File: config.mk
export PLATFORM = sky130hd
export DESIGN_NAME = kmeans_centroid_update_k3_d3_flat
export DESIGN_NICKNAME = d
export VERILOG_FILES = /design/src/rtl/kmeans_centroid_update_k3_d3_if.sv /design/src/rtl/kmeans_centroid_update_k3_d3.sv /design/src/flat_wrapper.sv
export SDC_FILE = /design/constraint.sdc
export NUM_CORES = 1
export LEC_CHECK = 0
export CAP_MARGIN = 20
export CELL_PAD_IN_SITES_DETAIL_PLACEMENT = 1
export CELL_PAD_IN_SITES_GLOBAL_PLACEMENT = 1
export CORE_ASPECT_RATIO = 0.6
export CORE_MARGIN = 1.5
export CORE_UTILIZATION = 50
export CTS_CLUSTER_SIZE = 8
export DETAILED_ROUTE_END_ITERATION = 8
export PLACE_DENSITY = 0.82
export REMOVE_ABC_BUFFERS = 1
export SLEW_MARGIN = 10
export SYNTH_ARGS = -nofsm -noshare
export SYNTH_HDL_FRONTEND = slang
export SYNTH_SLANG_ARGS = --single-unit
File: constraint.sdc
create_clock -name clk -period 7.9 [get_ports clk]
set_clock_uncertainty 0.15 [all_clocks]
set_input_delay 1.58 -clock clk [delete_from_list [all_inputs] [get_ports clk]]
set_output_delay 1.58 -clock clk [all_outputs]
set_load 0.05 [all_outputs]
File: src/rtl/kmeans_centroid_update_k3_d3_if.sv
// Sample/selection stream, control strobes and new-centroid results of the
// k3/d3 centroid update block.
interface kmeans_centroid_update_k3_d3_if #(
    parameter int unsigned input_data_width = 8
);
    logic                        clear;
    logic                        valid_in;
    logic [1:0]                  selected_centroid;
    logic [input_data_width-1:0] input_data0;
    logic [input_data_width-1:0] input_data1;
    logic [input_data_width-1:0] input_data2;
    logic                        compute;
    logic                        busy;
    logic                        done;
    logic [2:0]                  empty_mask;
    logic [input_data_width-1:0] new_k0d0;
    logic [input_data_width-1:0] new_k0d1;
    logic [input_data_width-1:0] new_k0d2;
    logic [input_data_width-1:0] new_k1d0;
    logic [input_data_width-1:0] new_k1d1;
    logic [input_data_width-1:0] new_k1d2;
    logic [input_data_width-1:0] new_k2d0;
    logic [input_data_width-1:0] new_k2d1;
    logic [input_data_width-1:0] new_k2d2;

    modport master (
        output clear, valid_in, selected_centroid,
        output input_data0, input_data1, input_data2, compute,
        input  busy, done, empty_mask,
        input  new_k0d0, new_k0d1, new_k0d2,
        input  new_k1d0, new_k1d1, new_k1d2,
        input  new_k2d0, new_k2d1, new_k2d2
    );

    modport slave (
        input  clear, valid_in, selected_centroid,
        input  input_data0, input_data1, input_data2, compute,
        output busy, done, empty_mask,
        output new_k0d0, new_k0d1, new_k0d2,
        output new_k1d0, new_k1d1, new_k1d2,
        output new_k2d0, new_k2d1, new_k2d2
    );
endinterface

File: src/rtl/kmeans_centroid_update_k3_d3.sv
// Accumulates per-centroid sums/counts over one pass, then derives the new
// centroids (truncated means) with a single shared restoring divider.
module kmeans_centroid_update_k3_d3 #(
    parameter int unsigned input_data_width         = 8,
    parameter int unsigned input_data_qty_bit_width = 8
) (
    input logic                             clk,
    input logic                             rst,
    kmeans_centroid_update_k3_d3_if.slave   bus
);
    localparam int unsigned W   = input_data_width;
    localparam int unsigned SW  = input_data_width + input_data_qty_bit_width + 1;
    localparam int unsigned CW  = input_data_qty_bit_width + 1;
    localparam int unsigned STW = $clog2(SW + 1);

    typedef enum logic [1:0] {
        S_ACCUM = 2'd0,
        S_DIV   = 2'd1,
        S_DONE  = 2'd2
    } state_t;

    state_t         state_q, state_d;

    logic [SW-1:0]  sum_q  [3][3];
    logic [CW-1:0]  cnt_q  [3];
    logic [W-1:0]   data_c [3];
    logic [W-1:0]   newk_q [3][3];
    logic [2:0]     empty_q;
    logic           busy_q;
    logic           done_q;

    // Divider slot sequencing: step 0 loads, steps 1..SW shift/subtract
    logic [1:0]     k_q, d_q;
    logic [STW-1:0] step_q;
    logic [CW-1:0]  rem_q, div_q;
    logic [SW-1:0]  quo_q;

    logic [CW:0]    trial_c;
    logic           fits_c;
    logic [CW-1:0]  rem_n;
    logic [SW-1:0]  quo_n;

    logic           acc_en, clr_en, ld_en, shift_en, wr_en;

    assign data_c[0] = bus.input_data0;
    assign data_c[1] = bus.input_data1;
    assign data_c[2] = bus.input_data2;

    // State register
    always_ff @(posedge clk or negedge rst) begin
        if (!rst) state_q <= S_ACCUM;
        else      state_q <= state_d;
    end

    // Next-state and datapath strobes
    always_comb begin
        state_d  = state_q;
        acc_en   = 1'b0;
        clr_en   = 1'b0;
        ld_en    = 1'b0;
        shift_en = 1'b0;
        wr_en    = 1'b0;
        case (state_q)
            S_ACCUM: begin
                if (bus.clear) begin
                    clr_en = 1'b1;
                end else begin
                    acc_en = bus.valid_in && (bus.selected_centroid != 2'd3);
                    if (bus.compute) state_d = S_DIV;
                end
            end
            S_DIV: begin
                if (bus.clear) begin
                    clr_en  = 1'b1;
                    state_d = S_ACCUM;
                end else if (step_q == '0) begin
                    ld_en = 1'b1;
                end else begin
                    shift_en = 1'b1;
                    if (step_q == STW'(SW)) begin
                        wr_en = 1'b1;
                        if (k_q == 2'd2 && d_q == 2'd2) state_d = S_DONE;
                    end
                end
            end
            S_DONE: begin
                clr_en  = bus.clear;
                state_d = S_ACCUM;
            end
            default: state_d = S_ACCUM;
        endcase
    end

    // Per-centroid sums and counts; wrap silently on overflow
    always_ff @(posedge clk or negedge rst) begin
        if (!rst) begin
            for (int i = 0; i < 3; i++) begin
                cnt_q[i] <= '0;
                for (int j = 0; j < 3; j++) sum_q[i][j] <= '0;
            end
        end else if (clr_en) begin
            for (int i = 0; i < 3; i++) begin
                cnt_q[i] <= '0;
                for (int j = 0; j < 3; j++) sum_q[i][j] <= '0;
            end
        end else if (acc_en) begin
            for (int i = 0; i < 3; i++) begin
                if (bus.selected_centroid == 2'(i)) begin
                    cnt_q[i] <= cnt_q[i] + CW'(1);
                    for (int j = 0; j < 3; j++)
                        sum_q[i][j] <= sum_q[i][j] + SW'(data_c[j]);
                end
            end
        end
    end

    // Slot/step counters, held at zero outside DIV
    always_ff @(posedge clk or negedge rst) begin
        if (!rst) begin
            step_q <= '0;
            k_q    <= '0;
            d_q    <= '0;
        end else if (state_q != S_DIV || clr_en) begin
            step_q <= '0;
            k_q    <= '0;
            d_q    <= '0;
        end else if (wr_en) begin
            step_q <= '0;
            if (d_q == 2'd2) begin
                d_q <= '0;
                k_q <= k_q + 2'd1;
            end else begin
                d_q <= d_q + 2'd1;
            end
        end else begin
            step_q <= step_q + STW'(1);
        end
    end

    // One restoring step: remainder never exceeds the divisor, so CW bits hold it
    always_comb begin
        trial_c = {rem_q, quo_q[SW-1]};
        fits_c  = (trial_c >= {1'b0, div_q});
        rem_n   = fits_c ? CW'(trial_c - {1'b0, div_q}) : trial_c[CW-1:0];
        quo_n   = {quo_q[SW-2:0], fits_c};
    end

    always_ff @(posedge clk or negedge rst) begin
        if (!rst) begin
            rem_q <= '0;
            quo_q <= '0;
            div_q <= '0;
        end else if (ld_en) begin
            rem_q <= '0;
            quo_q <= sum_q[k_q][d_q];
            div_q <= cnt_q[k_q];
        end else if (shift_en) begin
            rem_q <= rem_n;
            quo_q <= quo_n;
        end
    end

    // Result registers; an empty centroid reports zero and flags itself
    always_ff @(posedge clk or negedge rst) begin
        if (!rst) begin
            empty_q <= '0;
            for (int i = 0; i < 3; i++)
                for (int j = 0; j < 3; j++) newk_q[i][j] <= '0;
        end else if (wr_en) begin
            empty_q[k_q]     <= (div_q == '0);
            newk_q[k_q][d_q] <= (div_q == '0) ? '0 : quo_n[W-1:0];
        end
    end

    always_ff @(posedge clk or negedge rst) begin
        if (!rst) begin
            busy_q <= 1'b0;
            done_q <= 1'b0;
        end else begin
            busy_q <= (state_d == S_DIV);
            done_q <= (state_d == S_DONE);
        end
    end

    assign bus.busy       = busy_q;
    assign bus.done       = done_q;
    assign bus.empty_mask = empty_q;
    assign bus.new_k0d0   = newk_q[0][0];
    assign bus.new_k0d1   = newk_q[0][1];
    assign bus.new_k0d2   = newk_q[0][2];
    assign bus.new_k1d0   = newk_q[1][0];
    assign bus.new_k1d1   = newk_q[1][1];
    assign bus.new_k1d2   = newk_q[1][2];
    assign bus.new_k2d0   = newk_q[2][0];
    assign bus.new_k2d1   = newk_q[2][1];
    assign bus.new_k2d2   = newk_q[2][2];

endmodule

File: src/flat_wrapper.sv
// flat-port wrapper written by rule: the top's interface ports become plain ports
module kmeans_centroid_update_k3_d3_flat 
#(
    parameter int unsigned input_data_width         = 8,
    parameter int unsigned input_data_qty_bit_width = 8
)
  (clk, rst, bus_clear, bus_valid_in, bus_selected_centroid, bus_input_data0, bus_input_data1, bus_input_data2, bus_compute, bus_busy, bus_done, bus_empty_mask, bus_new_k0d0, bus_new_k0d1, bus_new_k0d2, bus_new_k1d0, bus_new_k1d1, bus_new_k1d2, bus_new_k2d0, bus_new_k2d1, bus_new_k2d2);
  kmeans_centroid_update_k3_d3_if #(.input_data_width(input_data_width)) bus_i ();
  input logic clk;
  input logic rst;
  input wire logic [$bits(bus_i.clear)-1:0] bus_clear;
  input wire logic [$bits(bus_i.valid_in)-1:0] bus_valid_in;
  input wire logic [$bits(bus_i.selected_centroid)-1:0] bus_selected_centroid;
  input wire logic [$bits(bus_i.input_data0)-1:0] bus_input_data0;
  input wire logic [$bits(bus_i.input_data1)-1:0] bus_input_data1;
  input wire logic [$bits(bus_i.input_data2)-1:0] bus_input_data2;
  input wire logic [$bits(bus_i.compute)-1:0] bus_compute;
  output wire logic [$bits(bus_i.busy)-1:0] bus_busy;
  output wire logic [$bits(bus_i.done)-1:0] bus_done;
  output wire logic [$bits(bus_i.empty_mask)-1:0] bus_empty_mask;
  output wire logic [$bits(bus_i.new_k0d0)-1:0] bus_new_k0d0;
  output wire logic [$bits(bus_i.new_k0d1)-1:0] bus_new_k0d1;
  output wire logic [$bits(bus_i.new_k0d2)-1:0] bus_new_k0d2;
  output wire logic [$bits(bus_i.new_k1d0)-1:0] bus_new_k1d0;
  output wire logic [$bits(bus_i.new_k1d1)-1:0] bus_new_k1d1;
  output wire logic [$bits(bus_i.new_k1d2)-1:0] bus_new_k1d2;
  output wire logic [$bits(bus_i.new_k2d0)-1:0] bus_new_k2d0;
  output wire logic [$bits(bus_i.new_k2d1)-1:0] bus_new_k2d1;
  output wire logic [$bits(bus_i.new_k2d2)-1:0] bus_new_k2d2;
  assign bus_i.clear = bus_clear;
  assign bus_i.valid_in = bus_valid_in;
  assign bus_i.selected_centroid = bus_selected_centroid;
  assign bus_i.input_data0 = bus_input_data0;
  assign bus_i.input_data1 = bus_input_data1;
  assign bus_i.input_data2 = bus_input_data2;
  assign bus_i.compute = bus_compute;
  assign bus_busy = bus_i.busy;
  assign bus_done = bus_i.done;
  assign bus_empty_mask = bus_i.empty_mask;
  assign bus_new_k0d0 = bus_i.new_k0d0;
  assign bus_new_k0d1 = bus_i.new_k0d1;
  assign bus_new_k0d2 = bus_i.new_k0d2;
  assign bus_new_k1d0 = bus_i.new_k1d0;
  assign bus_new_k1d1 = bus_i.new_k1d1;
  assign bus_new_k1d2 = bus_i.new_k1d2;
  assign bus_new_k2d0 = bus_i.new_k2d0;
  assign bus_new_k2d1 = bus_i.new_k2d1;
  assign bus_new_k2d2 = bus_i.new_k2d2;
  kmeans_centroid_update_k3_d3 #(.input_data_width(input_data_width), .input_data_qty_bit_width(input_data_qty_bit_width)) u_core (.clk(clk), .rst(rst), .bus(bus_i));
endmodule
==> metrics.md <==
| Metric | Value |
|---|---|
| DRT antenna net count | 0 |
| CP Data Arrival Time | 4870 ps |
| Crit path time final | 4560 ps |
| Via count | 15,400 |
| Setup Fix Bufs, Post-CTS | 0 |
| I/O Buffers | 107 |
| Hold WS | 326 ps |
| Layout cell share with drive strength beyond 1 | 5.57% |
| Path type of the worst setup path | primary input to flip-flop |
| H-tree Lvls | 2 |
| Worst-skew pair later-pin latency | 560 ps |
| HPWL after DPL | 42.9 mm |
| Reg2reg end | u_core.sum_q[118]$_DFFE_PN0P_ |
| Flop-to-flop setup slack | 4430 ps |
| Max clock buf depth | 3 |
| Max cap viols | 0 |
| Layout area overhead | 15.3% |
| Clock slew at reported path FFs | 50 ps |
| DP Cell Count | 2,384 |
| Max Transition Viols Final | 0 |
| Most common cell after layout, fill and taps aside | dfrtp_1 |
| WP buf/inv | 3 |
| Total CTS buffers | 43 |
| Routed WL | 60.1 mm |
| Reg-to-Reg Start | u_core.state_q[0]$_DFF_PN0_ |
| Hold Crit Class | flip-flop to flip-flop |
| First-pass GRT wire length | 93.7 mm |
| Critical path's top delay family | buffers and inverters |
| Die width | 244 um |
| DIE HEIGHT | 148 um |
| Design area | 20,100 sq um |
| Filler Cell Count | 3,812 |
| Non-filler cells, final | 2,433 |
| Syn Inst Count | 1,873 |
| VDD IR max | 0.149 mV |
| Unique masters post-synth | 67 |
| Seq/Total Area, Yosys | 43.4% |
| # IOs | 108 |
| Placer Congestion | 0.923 |
| Clk root buf | clkbuf_16 |
| Grt ovf | 0 |
| Avg Cell Area, Syn | 9.32 sq um |
| Hold Vio Cnt, Final | 0 |
| Critical path startpoint category | primary input |
| WP depth | 9 |
| Clock sink count | 303 |
| Reg2reg path depth | 8 |
| GRT Util Overall | 33.7% |
| Pin count of the biggest net entering global routing | 134 |
| Critical Path Sink | u_core.sum_q[118]$_DFFE_PN0P_ |
| Ys async rst share | 100% |
| Unrepaired setup endpoints after global routing | no |
| CTS tree | yes |
| Primary FF master, synth | dfrtp_1 |
| # nets final | 2,102 |
| Cell Rows | 52 |
| Pwr Density | 194 nW/um^2 |
| Post-route DRC | 0 |
| Critical Path RT | 8210 ps |
| Register bit total from synthesis | 303 |
| Total power | 3.90 mW |
| Fin crit share | 57.7% |
| CTS Hold Bufs | 0 |
| Final setup vio count | 0 |
| Initial antenna violation count | 1 |
| Post-synth EDFFs | 0 |
| 1st-pass router iterations | 5 |
| Most frequent cells in the layout | dfrtp_1 (301), nand2_1 (285), o21ai_0 (239) |
| Status | completed |
| Die area | 36,100 sq um |
| Fmax | 219 MHz |
| Leakage | 8.69 nW |
| Critical Path Source | bus_clear |
| Core area | 34,000 sq um |
| Cell chain of the critical path | clkdlybuf4s50_1 > a21boi_4 > buf_4 > a21oi_2 > buf_4 > nor2_1 > nand4_1 > or3_1 > a21oi_1 |
| Mapped Area | 17,500 sq um |
| Initial DRC Count | 1,197 |
| Slew HR | 31.2% |
| ANT cells | 0 |
| CP peak stage delay | 780 ps |
| DP Area | 19,000 sq um |
| WL/cell | 24.7 um |
| Vias/cell | 6.34 |
| Setup TNS | 0 ps |
| Vias in the first global route | 15,900 |
| Critical Path Slowest Stage Cell | buf_4 |
| Yosys warning count | 0 |
| Crit-path max FO | 71 |
| Worst slew pin tran | 1030 ps |
| Resize count post-CTS | 0 |
| Setup crit end kind | flip-flop |
| Most frequent CP cell | buf_4 |
| Starting Density | 51.3% |
logic make-up after synthesis:
group                    share of synthesized area (%)
AO/OA/AOI/OAI                                     18.2
multiplexers                                      5.41
adder cells (fa/ha/maj)                           7.60
buffers and inverters                             2.84
AND/OR/NAND/NOR                                   16.8
XOR/XNOR                                          5.77
flip-flops                                        43.4
synth_stat cells (all sizes together) (5+ instances only):
master / number / share of area, %
a2111oi: 7 / 0.46
a211oi: 18 / 0.77
a21boi: 5 / 0.24
a21o: 19 / 0.82
a21oi: 73 / 2.1
a22o: 15 / 0.75
a31o: 5 / 0.25
a31oi: 21 / 0.75
a32o: 5 / 0.29
a41o: 13 / 0.75
and3: 23 / 0.82
buf: 21 / 0.58
clkbuf: 54 / 1.2
dfrtp: 303 / 43
fa: 10 / 1.1
ha: 90 / 6.4
inv: 51 / 1.1
mux2i: 55 / 3.2
mux4: 17 / 2.2
nand2: 285 / 6.1
nand2b: 28 / 1.0
nand3: 47 / 1.3
nand4: 25 / 0.90
nor2: 146 / 3.2
nor2b: 15 / 0.54
nor3: 24 / 0.72
nor3b: 6 / 0.26
nor4b: 5 / 0.34
o2111ai: 10 / 0.50
o211ai: 22 / 0.95
o21a: 18 / 0.77
o21ai: 241 / 6.9
o21bai: 6 / 0.26
o22ai: 16 / 0.57
or3: 15 / 0.54
xnor2: 51 / 2.6
xor2: 64 / 3.2
tightest hold or removal path: stages, from the launching register on:
cell and delay (ps):
dfrtp_1 330, nand2_1 50, o21ai_0 60
sequential cells by signal (all words and copies together), names as in the netlist, 8 cells and up:
signal / cells
u_core.bus.new_k2d2: 8
u_core.bus.new_k0d1: 8
u_core.div_q: 9
u_core.bus.new_k0d2: 8
u_core.rem_q: 9
u_core.bus.new_k0d0: 8
u_core.quo_q: 17
u_core.bus.new_k2d1: 8
u_core.bus.new_k2d0: 8
u_core.sum_q: 153
u_core.bus.new_k1d0: 8
u_core.bus.new_k1d2: 8
u_core.bus.new_k1d1: 8
u_core.cnt_q: 27
worst min path at each step:
stage	from	endpoint	slack, ps	cells past startpoint
finish	u_core.bus.new_k2d0[6]$_DFFE_PN0P_	u_core.bus.new_k2d0[6]$_DFFE_PN0P_	330	2
global route	u_core.bus.new_k0d1[4]$_DFFE_PN0P_	u_core.bus.new_k0d1[4]$_DFFE_PN0P_	350	2
CTS	u_core.bus.new_k2d2[6]$_DFFE_PN0P_	u_core.bus.new_k2d2[6]$_DFFE_PN0P_	330	2
detailed placement	u_core.bus.new_k2d2[6]$_DFFE_PN0P_	u_core.bus.new_k2d2[6]$_DFFE_PN0P_	320	2
global placement	u_core.bus.new_k1d2[5]$_DFFE_PN0P_	u_core.bus.new_k1d2[5]$_DFFE_PN0P_	310	2
floorplan	u_core.quo_q[10]$_DFFE_PN0P_	u_core.quo_q[10]$_DFFE_PN0P_	290	2
final cells by class:
| cell class | count | area, sq um | share of cell area (%) |
|---|---|---|---|
| Clock buffer | 46 | 1090 | 5.40 |
| Sequential cell | 303 | 7580 | 37.7 |
| Inverter | 51 | 191 | 0.951 |
| Timing Repair Buffer | 128 | 1250 | 6.21 |
| Clock inverter | 2 | 32.5 | 0.162 |
| Multi-Input combinational cell | 1444 | 9420 | 46.8 |
| Tap cell | 459 | 574 | 2.85 |
through the flow:
step           util, %  worst slack (ps)
3_3_place_gp      55.8              2940
4_1_cts           59.1              3380
5_1_grt           59.2              3160
2_1_floorplan        -              2440
3_5_place_dp      55.9              2800
6_report          59.2              3340
where the power goes:
| group | switching (mW) | internal [mW] |
|---|---|---|
| logic | 0.401 | 0.219 |
| registers | 0.0375 | 1.59 |
| clock network | 0.688 | 0.961 |
per-layer routing:
metal,wire length [um],GRT usage [%],up-vias
met5,0,0,-
met3,4840,8.22,98
li1,-,-,6856
met1,27800,49.2,7960
met2,26100,49.7,511
met4,1460,9.75,0
Power figures use the tool's default switching activity.
